==> config.mk <==
export PLATFORM = sky130hd
export DESIGN_NAME = alu_decode_pipe
export DESIGN_NICKNAME = d
export VERILOG_FILES = /design/src/rtl/alu_decode_pipe.sv
export SDC_FILE = /design/constraint.sdc
export NUM_CORES = 1
export LEC_CHECK = 0
export CORE_ASPECT_RATIO = 0.6
export CORE_MARGIN = 2
export CORE_UTILIZATION = 41
export CTS_BUF_LIST = sky130_fd_sc_hd__clkbuf_4 sky130_fd_sc_hd__clkbuf_8 sky130_fd_sc_hd__clkbuf_16
export CTS_CLUSTER_DIAMETER = 150
export DETAILED_ROUTE_END_ITERATION = 16
export PLACE_DENSITY = 0.72
export SLEW_MARGIN = 20
export SYNTH_ARGS = -nofsm -noshare
export SYNTH_HDL_FRONTEND = slang
export SYNTH_SLANG_ARGS = --single-unit
export TNS_END_PERCENT = 30
==> constraint.sdc <==
create_clock -name clk -period 1.3 [get_ports clk]
set_clock_uncertainty 0.05 [all_clocks]
set_input_delay 0.13 -clock clk [delete_from_list [all_inputs] [get_ports clk]]
set_output_delay 0.13 -clock clk [all_outputs]
set_load 0.02 [all_outputs]
==> src/rtl/alu_decode_pipe.sv <==
// Pipelined ALU control decoder: registered decode bundle behind a valid/ready handshake,
// with operand-forwarding selects derived from the last FWD_DEPTH accepted destinations.
// Optional macro ALU_DEC_ILLEGAL_TRAP_EN: unused opcodes set a sticky illegal_op and are dropped.
module alu_decode_pipe #(
    parameter int REG_ADDR_W = 2,
    parameter int FWD_DEPTH  = 2,
    parameter int ALU_CTRL_W = 4
) (
    input  logic                  clk,
    input  logic                  rst,
    input  logic                  flush,
    input  logic                  in_valid,
    output logic                  in_ready,
    input  logic [3:0]            op_code,
    input  logic [REG_ADDR_W-1:0] ra,
    input  logic [REG_ADDR_W-1:0] rb,
    output logic                  out_valid,
    input  logic                  out_ready,
    output logic [ALU_CTRL_W-1:0] alu_control,
    output logic                  se1,
    output logic                  se2,
    output logic [1:0]            se3,
    output logic [1:0]            se4,
    output logic                  wb_en,
    output logic [REG_ADDR_W-1:0] wb_addr,
    output logic                  illegal_op
);

    typedef enum logic [3:0] {
        OP_NOP   = 4'b0000,
        OP_MOV   = 4'b0001,
        OP_ADD   = 4'b0010,
        OP_SUB   = 4'b0011,
        OP_AND   = 4'b0100,
        OP_OR    = 4'b0101,
        OP_GRP_C = 4'b0110,
        OP_GRP_U = 4'b1000
    } opcode_e;

    // Forwarding history; index 0 is the youngest accepted instruction.
    logic                  hist_v [FWD_DEPTH];
    logic [REG_ADDR_W-1:0] hist_a [FWD_DEPTH];

    logic [3:0] d_ctrl;
    logic       d_rd_a;
    logic       d_rd_b;
    logic       d_wr;
    logic       d_dst_b;
    logic [1:0] sel_a;
    logic [1:0] sel_b;
    logic [1:0] sub_op;
    logic       sub_ok;
    logic       accept;
    logic       take;

    // Groups 0110/1000 reuse ra as a sub-op; wider address fields must keep the upper bits clear.
    generate
        if (REG_ADDR_W >= 3) begin : g_sub_wide
            assign sub_op = ra[1:0];
            assign sub_ok = ~|ra[REG_ADDR_W-1:2];
        end else if (REG_ADDR_W == 2) begin : g_sub_exact
            assign sub_op = ra;
            assign sub_ok = 1'b1;
        end else begin : g_sub_narrow
            assign sub_op = {1'b0, ra};
            assign sub_ok = 1'b1;
        end
    endgenerate

    // NOTE: every always_comb output gets a default first, so no path can infer a latch.
    always_comb begin
        d_ctrl  = 4'd0;
        d_rd_a  = 1'b0;
        d_rd_b  = 1'b0;
        d_wr    = 1'b0;
        d_dst_b = 1'b0;
        case (op_code)
            OP_MOV: begin
                d_ctrl = 4'd1;
                d_rd_b = 1'b1;
                d_wr   = 1'b1;
            end
            OP_ADD, OP_SUB, OP_AND, OP_OR: begin
                d_ctrl = op_code;
                d_rd_a = 1'b1;
                d_rd_b = 1'b1;
                d_wr   = 1'b1;
            end
            OP_GRP_C: begin
                if (sub_ok) begin
                    d_ctrl = 4'd6 + {2'b00, sub_op};
                    // RLC/RRC rotate rb in place; SETC/CLRC only touch the carry flag.
                    if (!sub_op[1]) begin
                        d_rd_b  = 1'b1;
                        d_wr    = 1'b1;
                        d_dst_b = 1'b1;
                    end
                end
            end
            OP_GRP_U: begin
                if (sub_ok) begin
                    d_ctrl  = 4'd10 + {2'b00, sub_op};
                    d_rd_b  = 1'b1;
                    d_wr    = 1'b1;
                    d_dst_b = 1'b1;
                end
            end
            default: ;
        endcase
    end

    // Walk oldest to youngest so the youngest matching entry wins.
    always_comb begin
        sel_a = 2'b00;
        sel_b = 2'b00;
        for (int k = FWD_DEPTH - 1; k >= 0; k--) begin
            if (hist_v[k] && hist_a[k] == ra) sel_a = 2'(k + 1);
            if (hist_v[k] && hist_a[k] == rb) sel_b = 2'(k + 1);
        end
        if (!d_rd_a) sel_a = 2'b00;
        if (!d_rd_b) sel_b = 2'b00;
    end

    assign in_ready = !out_valid || out_ready;
    assign accept   = in_valid && in_ready && !flush;

`ifdef ALU_DEC_ILLEGAL_TRAP_EN
    logic op_unused;

    assign op_unused = !(op_code inside {OP_NOP, OP_MOV, OP_ADD, OP_SUB, OP_AND, OP_OR,
                                         OP_GRP_C, OP_GRP_U})
                       || ((op_code == OP_GRP_C || op_code == OP_GRP_U) && !sub_ok);
    // Trapped opcodes are consumed from the input but never reach execute or the history.
    assign take = accept && !op_unused;

    always_ff @(posedge clk or negedge rst) begin
        if (!rst) begin
            illegal_op <= 1'b0;
        end else if (accept && op_unused) begin
            illegal_op <= 1'b1;
        end
    end
`else
    assign take       = accept;
    assign illegal_op = 1'b0;
`endif

    // NOTE: sequential state uses non-blocking assignments so every register samples pre-edge values.
    always_ff @(posedge clk or negedge rst) begin
        if (!rst) begin
            out_valid   <= 1'b0;
            alu_control <= '0;
            se1         <= 1'b0;
            se2         <= 1'b0;
            se3         <= 2'b00;
            se4         <= 2'b00;
            wb_en       <= 1'b0;
            wb_addr     <= '0;
        end else if (flush) begin
            out_valid <= 1'b0;
        end else if (take) begin
            out_valid   <= 1'b1;
            alu_control <= ALU_CTRL_W'(d_ctrl);
            se1         <= d_rd_a;
            se2         <= d_rd_b;
            se3         <= sel_b;
            se4         <= sel_a;
            wb_en       <= d_wr;
            wb_addr     <= d_wr ? (d_dst_b ? rb : ra) : '0;
        end else if (out_ready) begin
            out_valid <= 1'b0;
        end
    end

    // NOTE: history is reset because its valid bits gate forwarding; a stale hit would be wrong.
    always_ff @(posedge clk or negedge rst) begin
        if (!rst) begin
            for (int k = 0; k < FWD_DEPTH; k++) begin
                hist_v[k] <= 1'b0;
                hist_a[k] <= '0;
            end
        end else if (flush) begin
            for (int k = 0; k < FWD_DEPTH; k++) hist_v[k] <= 1'b0;
        end else if (take) begin
            for (int k = FWD_DEPTH - 1; k > 0; k--) begin
                hist_v[k] <= hist_v[k-1];
                hist_a[k] <= hist_a[k-1];
            end
            hist_v[0] <= d_wr;
            hist_a[0] <= d_dst_b ? rb : ra;
        end
    end

endmodule

# == Word level (Yosys, flattened, before mapping) ==
# Index checks and enable logic that the tools add are counted.
# totals
ff_bits,19
in_bits,13
output_inout_bits,16
elab_cells,57
# op_classes
addsub,2
eq_ne,11
muxes,18
bitwise,1
n_reduce_logical,14
# ops
op,n
2-bit 2-to-1 mux,10
4-bit case mux with 4 select lines,1
4-bit by 3-bit == test with 1-bit output (second input constant),3
2-bit == test,4
4-bit by 2-bit == test with 1-bit output (second input constant),2
1-bit logical AND,6
6-bit OR reduction,1
1-bit 2-to-1 mux,5
3-bit by 2-bit adder with 4-bit output (first input constant),1
4-bit by 2-bit adder with 4-bit output (first input constant),1
4-bit by 1-bit == test with 1-bit output (second input constant),1
4-bit == test (second input constant),1
1-bit case mux with 2 select lines,2
4-bit OR reduction,1
3-bit nonzero test,1
1-bit zero test,2
2-bit AND reduction,1
2-bit nonzero test,1
1-bit logical OR,1
1-bit inverter,1

# == Depth between registers and ports, before layout ==
# logic_depth
depth_word,6
depth_mapped,5
mapped_depth_nobuf,4

# == Least setup slack after synthesis ==
# OpenSTA, ideal clock, no wires.
# synth_path
path_kind,register -> register
from,register out_valid
to,register hist_a[3] (netlist name)
setup_ps,125
arrival_time_ps,1377
t_required_ps,1125
slack_ps,-252
stages_incl_launch_ff,4
path_buffers,0
synth_period_minus_slack_ps,1552
cell_sequence,dfrtp_1 > nor2b_1 > nor3_1 > mux2_2
# synth_between
elab_chain_len,5
# synth_rtl
element,line_no,text
"start, declared",17,"output logic out_valid,"
"start signal, assigned",151,out_valid <= 1'b0;
"start signal, assigned",160,out_valid <= 1'b0;
"start signal, assigned",162,out_valid <= 1'b1;
1-bit zero test,124,assign in_ready = !out_valid || out_ready;
1-bit logical OR,124,
1-bit logical AND (2 in a row),125,assign accept = in_valid && in_ready && !flush;
2-bit AND reduction (no line),--,
"end signal, assigned by index",187,hist_a[k] <= hist_a[k-1];
"end, declared",42,logic [REG_ADDR_W-1:0] hist_a [FWD_DEPTH];
# Every way passes these cells.
# A chain may end at the register's enable or synchronous reset.

# == Worst setup path in the final report ==
# layout_path
from,register out_valid
to,register alu_control[3]
# layout_between
elab_chain_len,5
# layout_rtl
element,line_no,text
1-bit zero test,124,
1-bit logical OR,124,
1-bit logical AND (2 in a row),125,
2-bit AND reduction (no line),--,
"end signal, assigned",163,alu_control <= ALU_CTRL_W'(d_ctrl);
"end, declared",19,"output logic [ALU_CTRL_W-1:0] alu_control,"
# Every way passes these cells.

==> impl_metrics.py <==
metrics = {
    "timing": {
        "setup_viol": 13,
        "hold_ws_ps": 146,
        "final-hold-violation-count": 0,
        "min_period_ps": 1380,
        "fin_crit_sh_pct": 106,
        "max_freq_ghz": 0.727,
        "rsz0062_at_grt": "true",
        "slew_viol_final": 0,
        "setup_ws_ps": -76.2,
    },
    "detailed_routing": {
        "top_layer_used": "met4",
        "route.met3.wl_um": 102,
        "wl_met1_um": 1470,
        "wire_per_inst_um": 15.8,
        "drtPass1Iterations": 4,
        "wl_met2_um": 1340,
        "drt_iter0_markers": 47,
        "drc": 0,
        "ant_nets": 0,
        "vias_per_cell": 5.32,
        "drt_wl_total_um": 2940,
        "vias": 990,
    },
    "clocking": {
        "clkSinkCount": 19,
        "cts_buffers": 3,
        "cts_max_level": 1,
        "holdBufCountCts": 0,
        "clkSlewWorstSetupHoldPaths_ps": 70,
        "cts_root_buffer": "clkbuf_8",
        "cts.path.max_buffers": 2,
        "clock_latency_ps": 260,
        "cts_tree": "yes",
    },
    "critical_path": {
        "worstPathMaxFanout": 7,
        "cp_num_buf_inv": 1,
        "critical_path_arrival_ps": 1480,
        "path_depth": 5,
        "crit_start": "out_valid",
        "worstReg2RegEnd": "alu_control[3]",
        "crit_end": "alu_control[3]",
        "path_delay_family": "simple AND/OR/NAND/NOR gates",
        "worstSetupEndpointType": "flop",
        "critPathKind": "flop to flop",
        "reg2regPathDepth": 5,
        "crit_chain": "nor2b_4 > or3_4 > buf_6 > nand2_2 > o31ai_2",
        "critical_path_required_ps": 1400,
        "r2r_setup_slack_ps": -80,
        "setup.worst_path.start_class": "flop",
        "r2r_start": "out_valid",
        "critical_path.max_stage_delay_ps": 400,
        "crit_path_top_delay_cell": "dfrtp_2",
    },
    "yosys": {
        "synth-adder-area-share_pct": 0,
        "synth-simple-area-share_pct": 19.7,
        "ys_seq_area_share_pct": 44.5,
        "synth_warnings": 0,
        "netlist_area_um2": 1070,
        "ys_ff_latch": 19,
        "synth_top_area_cell": "dfrtp_1",
        "synth.avg_cell_area_um2": 9.71,
        "synth_top_family_by_area": "simple AND/OR/NAND/NOR gates",
        "synthCells": 110,
        "synth_edf_count": 0,
        "syn_nets": 123,
        "synthFlopType": "dfrtp_1",
        "yosysTopAreaCellShare_pct": 44.5,
        "synthArstFlopShare_pct": 100,
        "synth.area.top_cells": "dfrtp_1 (44%), nand2_1 (6.0%), xnor2_1 (5.7%)",
        "synthMuxAreaShare_pct": 4.80,
        "synth_cell_type_count": 38,
        "synth_compound_area_share_pct": 17.3,
        "synth-xor-area-share_pct": 7.38,
    },
    "finish": {
        "final_core_util_pct": 65.8,
        "antenna_cells": 0,
        "nFillCells": 202,
        "layout.cells.most_common_list": "dfrtp_1 (18), buf_4 (18), dlygate4sd2_1 (15), nand2_2 (9), nand2_1 (8)",
        "drive_gt1_share_pct": 37.0,
        "areaGrowthSynthToFinish_pct": 53.2,
        "fin_cells": 186,
        "nets": 168,
    },
    "floorplanning": {
        "die_area_um2": 3040,
        "ios": 29,
        "initial_core_util_pct": 43.0,
        "core_um2": 2490,
        "die_w_um": 69.9,
        "die_height_um": 43.5,
        "rows": 14,
    },
    "global_route": {
        "grt_max_degree": 20,
        "antenna_found_initial": 0,
        "grt_pass1_wl_um": 4650,
        "grt_pass1_vias": 945,
        "overflow": 0,
        "grt_util_all_layers_pct": 20.3,
    },
    "placed_design": {
        "gp_congestion": 0.837,
        "dp_cells": 181,
        "dpl.hpwl_um": 2160,
        "portBuffers": 27,
    },
    "power": {
        "p_leak_nw": 0.775,
        "power_density_nw_per_um2": 998,
        "ir_drop_v": 0.000551,
    },
    "flow_run": {
        "timing.max_cap.violations": 0,
    },
    "outcome": {
        "outcome": "finished, violations left",
        "violations": "setup timing",
    },
    "min_path": {
        "hp-class": "primary input to async pin",
    },
}
final cells by class:
cell class	instances	area, um^2	area share (%)
clock buffers	3	41.3	2.52
multi-input cells	80	642	39.2
inverters	3	11.3	0.688
repair buffers	48	420	25.7
flip-flops and latches	19	477	29.1
clock inverters	1	5.00	0.306
well taps	32	40.0	2.45
cell families after synthesis:
kind of cell / Yosys count
buffers and inverters: 12
xor gates and xnor gates: 9
muxes: 4
and+or+nand+nor: 38
AOI/OAI and AO/OA: 27
DFF: 19
other: 1
report_power, final:
group	switching, mW	internal (mW)
Combinational	0.248	0.247
Clock	0.205	0.214
Sequential	0.0622	0.656
layer usage:
layer	up-vias	GRT usage, %
met5	-	0
met4	0	5.77
met3	7	5.81
met2	22	32.2
met1	486	27.8
li1	475	-
cells in the mapped netlist, types with 2 or more instances:
cell,n
buf_4,2
inv_1,3
nor2_1,3
nand3_1,3
a22o_1,2
nand2b_1,2
xnor2_1,7
mux2_4,2
a21oi_1,6
a2bb2oi_1,3
xor2_1,2
dfrtp_1,19
nand2_1,17
nor4b_1,2
o21ai_0,7
or3_1,2
buf_2,3
clkbuf_1,3
nor2b_1,2
o31ai_1,2
stage by stage:
stage / power, mW / instance area (um^2) / setup TNS, ps / worst slack, ps
floorplan: 0.982 / 1100 / -1900 / -155
global placement: 1.19 / 1500 / -6700 / -526
detailed placement: 1.20 / 1500 / -7420 / -564
CTS: 1.61 / 1600 / -719 / -70.4
global route: 1.72 / 1640 / -1340 / -118
finish: 1.63 / 1640 / -716 / -76.2
state kept, by name, indices dropped and copies added (netlist names):
register / flops
alu_control: 4
wb_en: 1
se3: 2
wb_addr: 2
se1: 1
hist_v: 2
hist_a: 4
out_valid: 1
se4: 2
how the worst min path moves through the flow:
stage / endpoint / slack (ps) / cells past startpoint / start
6_report: se3[0] / 150 / 2 / rst
5_1_grt: alu_control[0] / 160 / 2 / rst
4_1_cts: se3[1] / 150 / 2 / rst
3_5_place_dp: alu_control[0] / 420 / 2 / alu_control[0]
3_3_place_gp: se1 / 410 / 2 / se1
2_1_floorplan: alu_control[0] / -220 / 0 / rst
repair_timing:
action | in CTS | in global routing
pin swaps | 8 | 8
buffers inserted | 0 | 0
gates cloned | 1 | 0
resized for setup | 49 | 11
setup endpoints to repair | 32 | 17
Power figures use the tool's default switching activity.
